===== config.mk =====
export PLATFORM = sky130hd
export DESIGN_NAME = latch_edge_qualifier
export DESIGN_NICKNAME = d
export VERILOG_FILES = /design/src/rtl/latch_edge_qualifier.sv
export SDC_FILE = /design/constraint.sdc
export NUM_CORES = 1
export LEC_CHECK = 0
export CORE_UTILIZATION = 46
export DETAILED_ROUTE_END_ITERATION = 10
export HOLD_SLACK_MARGIN = 0.1
export PLACE_DENSITY_LB_ADDON = 0.3
export SKIP_CTS_REPAIR_TIMING = 1
export SYNTH_ARGS = -nofsm -noshare
export SYNTH_HDL_FRONTEND = slang
export SYNTH_SLANG_ARGS = --single-unit

===== constraint.sdc =====
create_clock -name clk -period 2 [get_ports clk]
set_clock_uncertainty 0.15 [all_clocks]
set_input_delay 0.4 -clock clk [delete_from_list [all_inputs] [get_ports clk]]
set_output_delay 0.4 -clock clk [all_outputs]
set_load 0.03 [all_outputs]

===== src/rtl/latch_edge_qualifier.sv =====
// Synchronises and debounces a D-latch output, emits a filtered level, one-cycle
// edge strobes, and saturating rising/falling edge counts with a sticky saturation flag.
`timescale 1ns/1ps
module latch_edge_qualifier #(
   parameter int WIDTH  = 8,
   parameter int STABLE = 3
) (
   input  logic             clk,
   input  logic             rst_n,
   input  logic             q_in,
   input  logic             clr,
   output logic             q_filt,
   output logic             rise_pulse,
   output logic             fall_pulse,
   output logic [WIDTH-1:0] rise_cnt,
   output logic [WIDTH-1:0] fall_cnt,
   output logic             sat
);

   typedef enum logic [1:0] {LOW, RISE_PEND, HIGH, FALL_PEND} state_t;

   localparam logic [3:0]       STAB_LAST = 4'(STABLE - 1);
   localparam logic [3:0]       STAB_ONE  = 4'd1;
   localparam logic [WIDTH-1:0] CNT_MAX   = '1;
   localparam logic [WIDTH-1:0] CNT_ONE   = {{(WIDTH-1){1'b0}}, 1'b1};

   state_t           r_state, w_state_nxt;
   logic             r_s1, r_s2;
   logic [3:0]       r_stab, w_stab_nxt;
   logic             w_rise, w_fall;
   logic             r_rise_pulse, r_fall_pulse;
   logic [WIDTH-1:0] r_rise_cnt, r_fall_cnt;
   logic [WIDTH-1:0] w_rise_nxt, w_fall_nxt;
   logic             r_sat, w_sat_nxt;

   // Two-flop synchroniser; only r_s2 is trusted downstream.
   always_ff @(posedge clk) begin
      if (!rst_n) begin
         r_s1 <= 1'b0;
         r_s2 <= 1'b0;
      end else begin
         r_s1 <= q_in;
         r_s2 <= r_s1;
      end
   end

   always_ff @(posedge clk) begin
      if (!rst_n) begin
         r_state <= LOW;
         r_stab  <= 4'd0;
      end else begin
         r_state <= w_state_nxt;
         r_stab  <= w_stab_nxt;
      end
   end

   always_comb begin
      w_state_nxt = r_state;
      w_stab_nxt  = r_stab;
      w_rise      = 1'b0;
      w_fall      = 1'b0;
      case (r_state)
         LOW: begin
            if (r_s2) begin
               // A one-cycle qualifier commits straight from the stable state.
               if (STABLE == 1) begin
                  w_state_nxt = HIGH;
                  w_stab_nxt  = 4'd0;
                  w_rise      = 1'b1;
               end else begin
                  w_state_nxt = RISE_PEND;
                  w_stab_nxt  = STAB_ONE;
               end
            end else begin
               w_stab_nxt = 4'd0;
            end
         end
         RISE_PEND: begin
            if (!r_s2) begin
               w_state_nxt = LOW;
               w_stab_nxt  = 4'd0;
            end else if (r_stab == STAB_LAST) begin
               w_state_nxt = HIGH;
               w_stab_nxt  = 4'd0;
               w_rise      = 1'b1;
            end else begin
               w_stab_nxt = r_stab + STAB_ONE;
            end
         end
         HIGH: begin
            if (!r_s2) begin
               if (STABLE == 1) begin
                  w_state_nxt = LOW;
                  w_stab_nxt  = 4'd0;
                  w_fall      = 1'b1;
               end else begin
                  w_state_nxt = FALL_PEND;
                  w_stab_nxt  = STAB_ONE;
               end
            end else begin
               w_stab_nxt = 4'd0;
            end
         end
         FALL_PEND: begin
            if (r_s2) begin
               w_state_nxt = HIGH;
               w_stab_nxt  = 4'd0;
            end else if (r_stab == STAB_LAST) begin
               w_state_nxt = LOW;
               w_stab_nxt  = 4'd0;
               w_fall      = 1'b1;
            end else begin
               w_stab_nxt = r_stab + STAB_ONE;
            end
         end
         default: begin
            w_state_nxt = LOW;
            w_stab_nxt  = 4'd0;
         end
      endcase
   end

   assign w_rise_nxt = (w_rise && r_rise_cnt != CNT_MAX) ? r_rise_cnt + CNT_ONE : r_rise_cnt;
   assign w_fall_nxt = (w_fall && r_fall_cnt != CNT_MAX) ? r_fall_cnt + CNT_ONE : r_fall_cnt;
   assign w_sat_nxt  = r_sat | (&w_rise_nxt) | (&w_fall_nxt);

   always_ff @(posedge clk) begin
      if (!rst_n) begin
         r_rise_pulse <= 1'b0;
         r_fall_pulse <= 1'b0;
      end else begin
         r_rise_pulse <= w_rise;
         r_fall_pulse <= w_fall;
      end
   end

   // Clear wins over a same-cycle commit; the strobe above still fires.
   always_ff @(posedge clk) begin
      if (!rst_n || clr) begin
         r_rise_cnt <= '0;
         r_fall_cnt <= '0;
         r_sat      <= 1'b0;
      end else begin
         r_rise_cnt <= w_rise_nxt;
         r_fall_cnt <= w_fall_nxt;
         r_sat      <= w_sat_nxt;
      end
   end

   assign q_filt     = (r_state == HIGH) || (r_state == FALL_PEND);
   assign rise_pulse = r_rise_pulse;
   assign fall_pulse = r_fall_pulse;
   assign rise_cnt   = r_rise_cnt;
   assign fall_cnt   = r_fall_cnt;
   assign sat        = r_sat;

endmodule


== Word-level counts from Yosys, hierarchy flattened ==
Index checks and enable logic that the tools add are counted.
W data, S select, Z words.

* Output and inout port bits: 20
* Bits of input ports: 4
* Word-level logic and storage cells: 53
* Register bits after elaboration: 27

* Multiplexer cells: 20
* Eq/ne operators: 10
* Reduce and logical (&&, ||, !) cells: 9
* Bitwise gates (word level): 2
* Add/subtract/negate cells: 3

{| class="wikitable"
|+ Operator list
! kind !! count
|-
| $add A8 B1 Y8 const B || 2
|-
| $mux W8 || 2
|-
| $ne A8 B8 Y1 const B || 2
|-
| $pmux W4 S4 || 1
|-
| $reduce_and A8 Y1 || 2
|-
| $mux W2 || 6
|-
| $mux W4 || 3
|-
| $pmux W2 S4 || 1
|-
| $mux W1 || 7
|-
| $ne A3 B3 Y1 const B || 2
|-
| $add A4 B1 Y4 const B || 1
|-
| $eq A2 B2 Y1 const B || 2
|-
| $eq A4 B2 Y1 const B || 1
|-
| $ne A2 B2 Y1 const B || 2
|-
| $reduce_and A4 Y1 || 1
|-
| $eq A2 B1 Y1 const B || 1
|-
| $logic_and A1 B1 Y1 || 2
|-
| $logic_not A2 Y1 || 1
|-
| $logic_or A1 B1 Y1 || 2
|-
| $or A1 B1 Y1 || 2
|-
| $logic_not A1 Y1 || 1
|}

== Longest topological paths before layout ==
* Word-level depth: 9
* Depth in mapped cells: 8
* Depth with buffers taken out: 8

== Worst setup path before layout ==
Ideal clock, no wire load.

* Path type: reg2reg
* From: register r_stab[0]
* To: register r_sat, in the netlist sat
* Data required time: 1.766 ns
* Clock period less this slack: 2.071 ns
* Slack: -0.071 ns
* Cell stages (with the launch flop): 9
* Path buffers: 0
* Setup time: 0.084 ns
* Arrival time: 1.836 ns
* Cell sequence: dfxtp_1 > inv_1 > ha_1 > nand4bb_4 > nor4_4 > nand3_1 > mux2i_1 > or2_2 > o31ai_2

* Word-level cells in the longest chain between the ends: 9
* Elaborated cells on any way between the ends: 14
* Those cells by class: 1 x eq/ne; 7 x mux; 2 x bitwise; 4 x reduce/logical

{| class="wikitable"
|+ RTL lines
! what !! RTL line !! RTL
|-
| from (decl) || 29 || <nowiki>logic [3:0] r_stab, w_stab_nxt;</nowiki>
|-
| from (signal assigned) || 53 || <nowiki>r_stab <= w_stab_nxt;</nowiki>
|-
| $eq A4 B2 Y1 * || 82, 108 ||
|-
| $mux W1 * || 82, 108 ||
|-
| $mux W1 || 79 || <nowiki>if (!r_s2) begin</nowiki>
|-
| $mux W1 || 62 || <nowiki>case (r_state)</nowiki>
|-
| $logic_and A1 B1 Y1 || 123 || <nowiki>assign w_rise_nxt = (w_rise && r_rise_cnt != CNT_MAX) ? r_rise_cnt + CNT_ONE : r_rise_cnt;</nowiki>
|-
| $mux W8 || 123 ||
|-
| $reduce_and A8 Y1 || 125 || <nowiki>assign w_sat_nxt = r_sat | (&w_rise_nxt) | (&w_fall_nxt);</nowiki>
|-
| $or A1 B1 Y1 || 125 ||
|-
| $or A1 B1 Y1 * || 125 ||
|-
| to (signal assigned) || 146 || <nowiki>r_sat <= w_sat_nxt;</nowiki>
|-
| to (decl) || 34 || <nowiki>logic r_sat, w_sat_nxt;</nowiki>
|}

Every way passes the cells marked *; elsewhere a longest branch is shown, timed or not.
A chain may end at the register's enable or synchronous reset.

== Worst setup path after layout ==
Ends and elaborated chain as after synthesis.

==> flow_summary.toml <==
[synthesis]
ys_async_sr_fraction = 0
yosysWarnings = 0
ys_ff_latch = 27
synthesis.area_um2 = 1350
synth.distinct_cells = 38
synth-edff-count = 0
syn_avg_cell_area_um2 = 8.51
syn_nets = 167
synth-main-ff-cell = "dfxtp_1"
synth_seq_area_share = 0.399
synthCells = 159

[detailed_routing]
vias = 1290
wl_per_cell_um = 13.0
first_iter_violations = 47
drc = 0
wl_mm = 2.97
via_per_inst = 5.66
ant_nets = 0
dr.pass1.iters = 4

[clock_tree]
clock_sinks = 27
ctsLongestPathBuffers = 2
clk_latency_ps = 340
clockRootBuffer = "clkbuf_4"
path_clk_slew_ps = 150
cts_tree = "built"
cts_buffers = 3
htreeDepth = 1

[global_routing]
grtUsageTotal = 0.190
grt_antenna_before_repair = 0
overflow = 0
grt_max_degree = 16
grtUsageMet1 = 0.238
grt_pass1_wl_mm = 4.85
grt-busiest-layer = "met2"
grt_use_met2 = 0.328
grt_use_met3 = 0.0207
grt_pass1_vias = 1168

[critical_path]
crit_path_start_kind = "register"
worstSetupEndpointType = "register"
cp_max_fo = 4
arrival_ps = 2100
critical_path_required_ps = 2100
crit_type = "register to register"

[sta]
setup_ws_ps = 6.10
slew_headroom = 0.787
tightestPinTransition_ps = 319
maxSlewViolCount = 0
fin_crit_sh = 0.997
max_freq_mhz = 502
min_period_ps = 1990
rsz0062_at_grt = "true"
final-setup-viol-count = 0
hold_viol = 0

[flow_run]
maxCapViolCount = 0

[place]
port_buffers = 23
gp_congestion = 0.896
pre_cts_ws_ps = 24.4
dp_hpwl_mm = 2.12

[floorplan]
dieArea_um2 = 3160
initial_core_util = 0.487
io_pins = 24
rows = 19
core_area_um2 = 2780
fp.dieH_um = 56.3
die_x_um = 56.3

[run_status]
status = "finished, final reports clean"

[pwr]
swShare = 0.223
clkPwrFrac = 0.299
combPwrFrac = 0.030
vdd_drop_max_mv = 0.452
intPower_w = 0.000627
p_leak_nw = 0.892
p_seq_frac = 0.672
p_sw_w = 0.000180
power.density_nw_per_um2 = 441

[finish]
diodes = 0
area_delta_synth_final_pct = 35.0
nets = 206
final_util = 0.657
drive_above_1_share = 0.183

[hold_path]
hp-class = "register to register"
synthesized netlist by cell type, types with 2 or more instances:
cell type	instances	area, µm²
a311oi_1	4	35.0
and3_1	3	18.8
o211ai_1	3	22.5
xnor2_1	3	26.3
nand2b_1	3	18.8
nand3_1	12	60.1
inv_1	7	26.3
a21oi_1	5	25.0
nor2_1	26	97.6
mux2i_1	4	40.0
and2_1	5	31.3
o21ai_0	4	20.0
clkbuf_1	3	11.3
dfxtp_1	27	541
xor2_1	4	35.0
a31oi_1	3	18.8
nand4_1	5	31.3
nor2b_1	3	18.8
nand2_1	12	45.0
ha_1	4	50.1
nor3_1	2	10.0
worst max-delay path, cell delays in order, from the launching register on:
cell	delay (ps)
dfxtp_2	360
inv_2	60
ha_4	140
nand4bb_4	150
nor4_4	330
nand3_1	130
mux2i_1	140
or2_4	260
o31ai_2	190
per-stage QoR:
step	power [W]	hold slack (ps)	setup TNS [ps]	cell area, µm²	instances
2_1_floorplan	0.000565	262	0	1360	159
3_3_place_gp	0.000576	266	0	1690	219
3_5_place_dp	0.000577	271	0	1690	219
4_1_cts	0.000810	305	-504	1710	223
5_1_grt	0.000836	321	-156	1830	228
6_report	0.000806	311	0	1830	228
power by group through the flow:
stage	logic [W]	registers [W]	clock network, W
CTS	0.0000223	0.000543	0.000244
global placement	0.0000219	0.000555	0
detailed placement	0.0000222	0.000555	0
floorplan	0.0000107	0.000554	0
finish	0.0000238	0.000542	0.000241
global route	0.0000264	0.000542	0.000267
logic make-up after synthesis:
logic type,Yosys count,share of synthesized area
compound gates,26,0.135
xor+xnor,7,0.0453
fa+ha+maj,4,0.0370
buf+inv,11,0.0314
flops,27,0.399
mux,4,0.0296
simple gates,80,0.323
path summary, 6_finish.rpt:
kind | end | slack [ps] | from | depth (start not counted)
setup / recovery | sat | 6 | r_stab[0] | 8
hold / removal | r_s2 | 310 | r_s1 | 1
setup reg to reg | sat | 6 | r_stab[0] | 8
hold reg to reg | r_s2 | 310 | r_s1 | 1
sequential cells by signal (all words and copies together) (netlist names), named ones only:
register	flops
r_state	1
fall_pulse	1
sat	1
r_s2	1
rise_cnt	8
r_stab	4
rise_pulse	1
fall_cnt	8
r_s1	1
placed cells by master (no fill, tap or decap), drive strengths merged, types with 7 or more instances in the layout:
cell type,netlist,routed
dfxtp,27,27
nand2,12,12
inv,7,7
nand3,12,12
nor2,27,27
dlymetal6s2s,0,14
clkdlybuf4s50,0,9
buf,1,15
routing by layer:
layer	wire, µm	part of all wire
met4	51	0.017
met3	117	0.039
met1	1340	0.45
met5	0	0
met2	1460	0.49
area by class of cell:
class | instances | area, µm²
clock inverter | 1 | 5.00
sequential | 27 | 549
timing repair buffer | 38 | 382
inverter | 7 | 26.3
clock buffer | 3 | 22.5
tap | 31 | 38.8
multi-input combinational | 121 | 805
fill | 238 | 953
No activity file was read; power rests on OpenSTA's default activity.
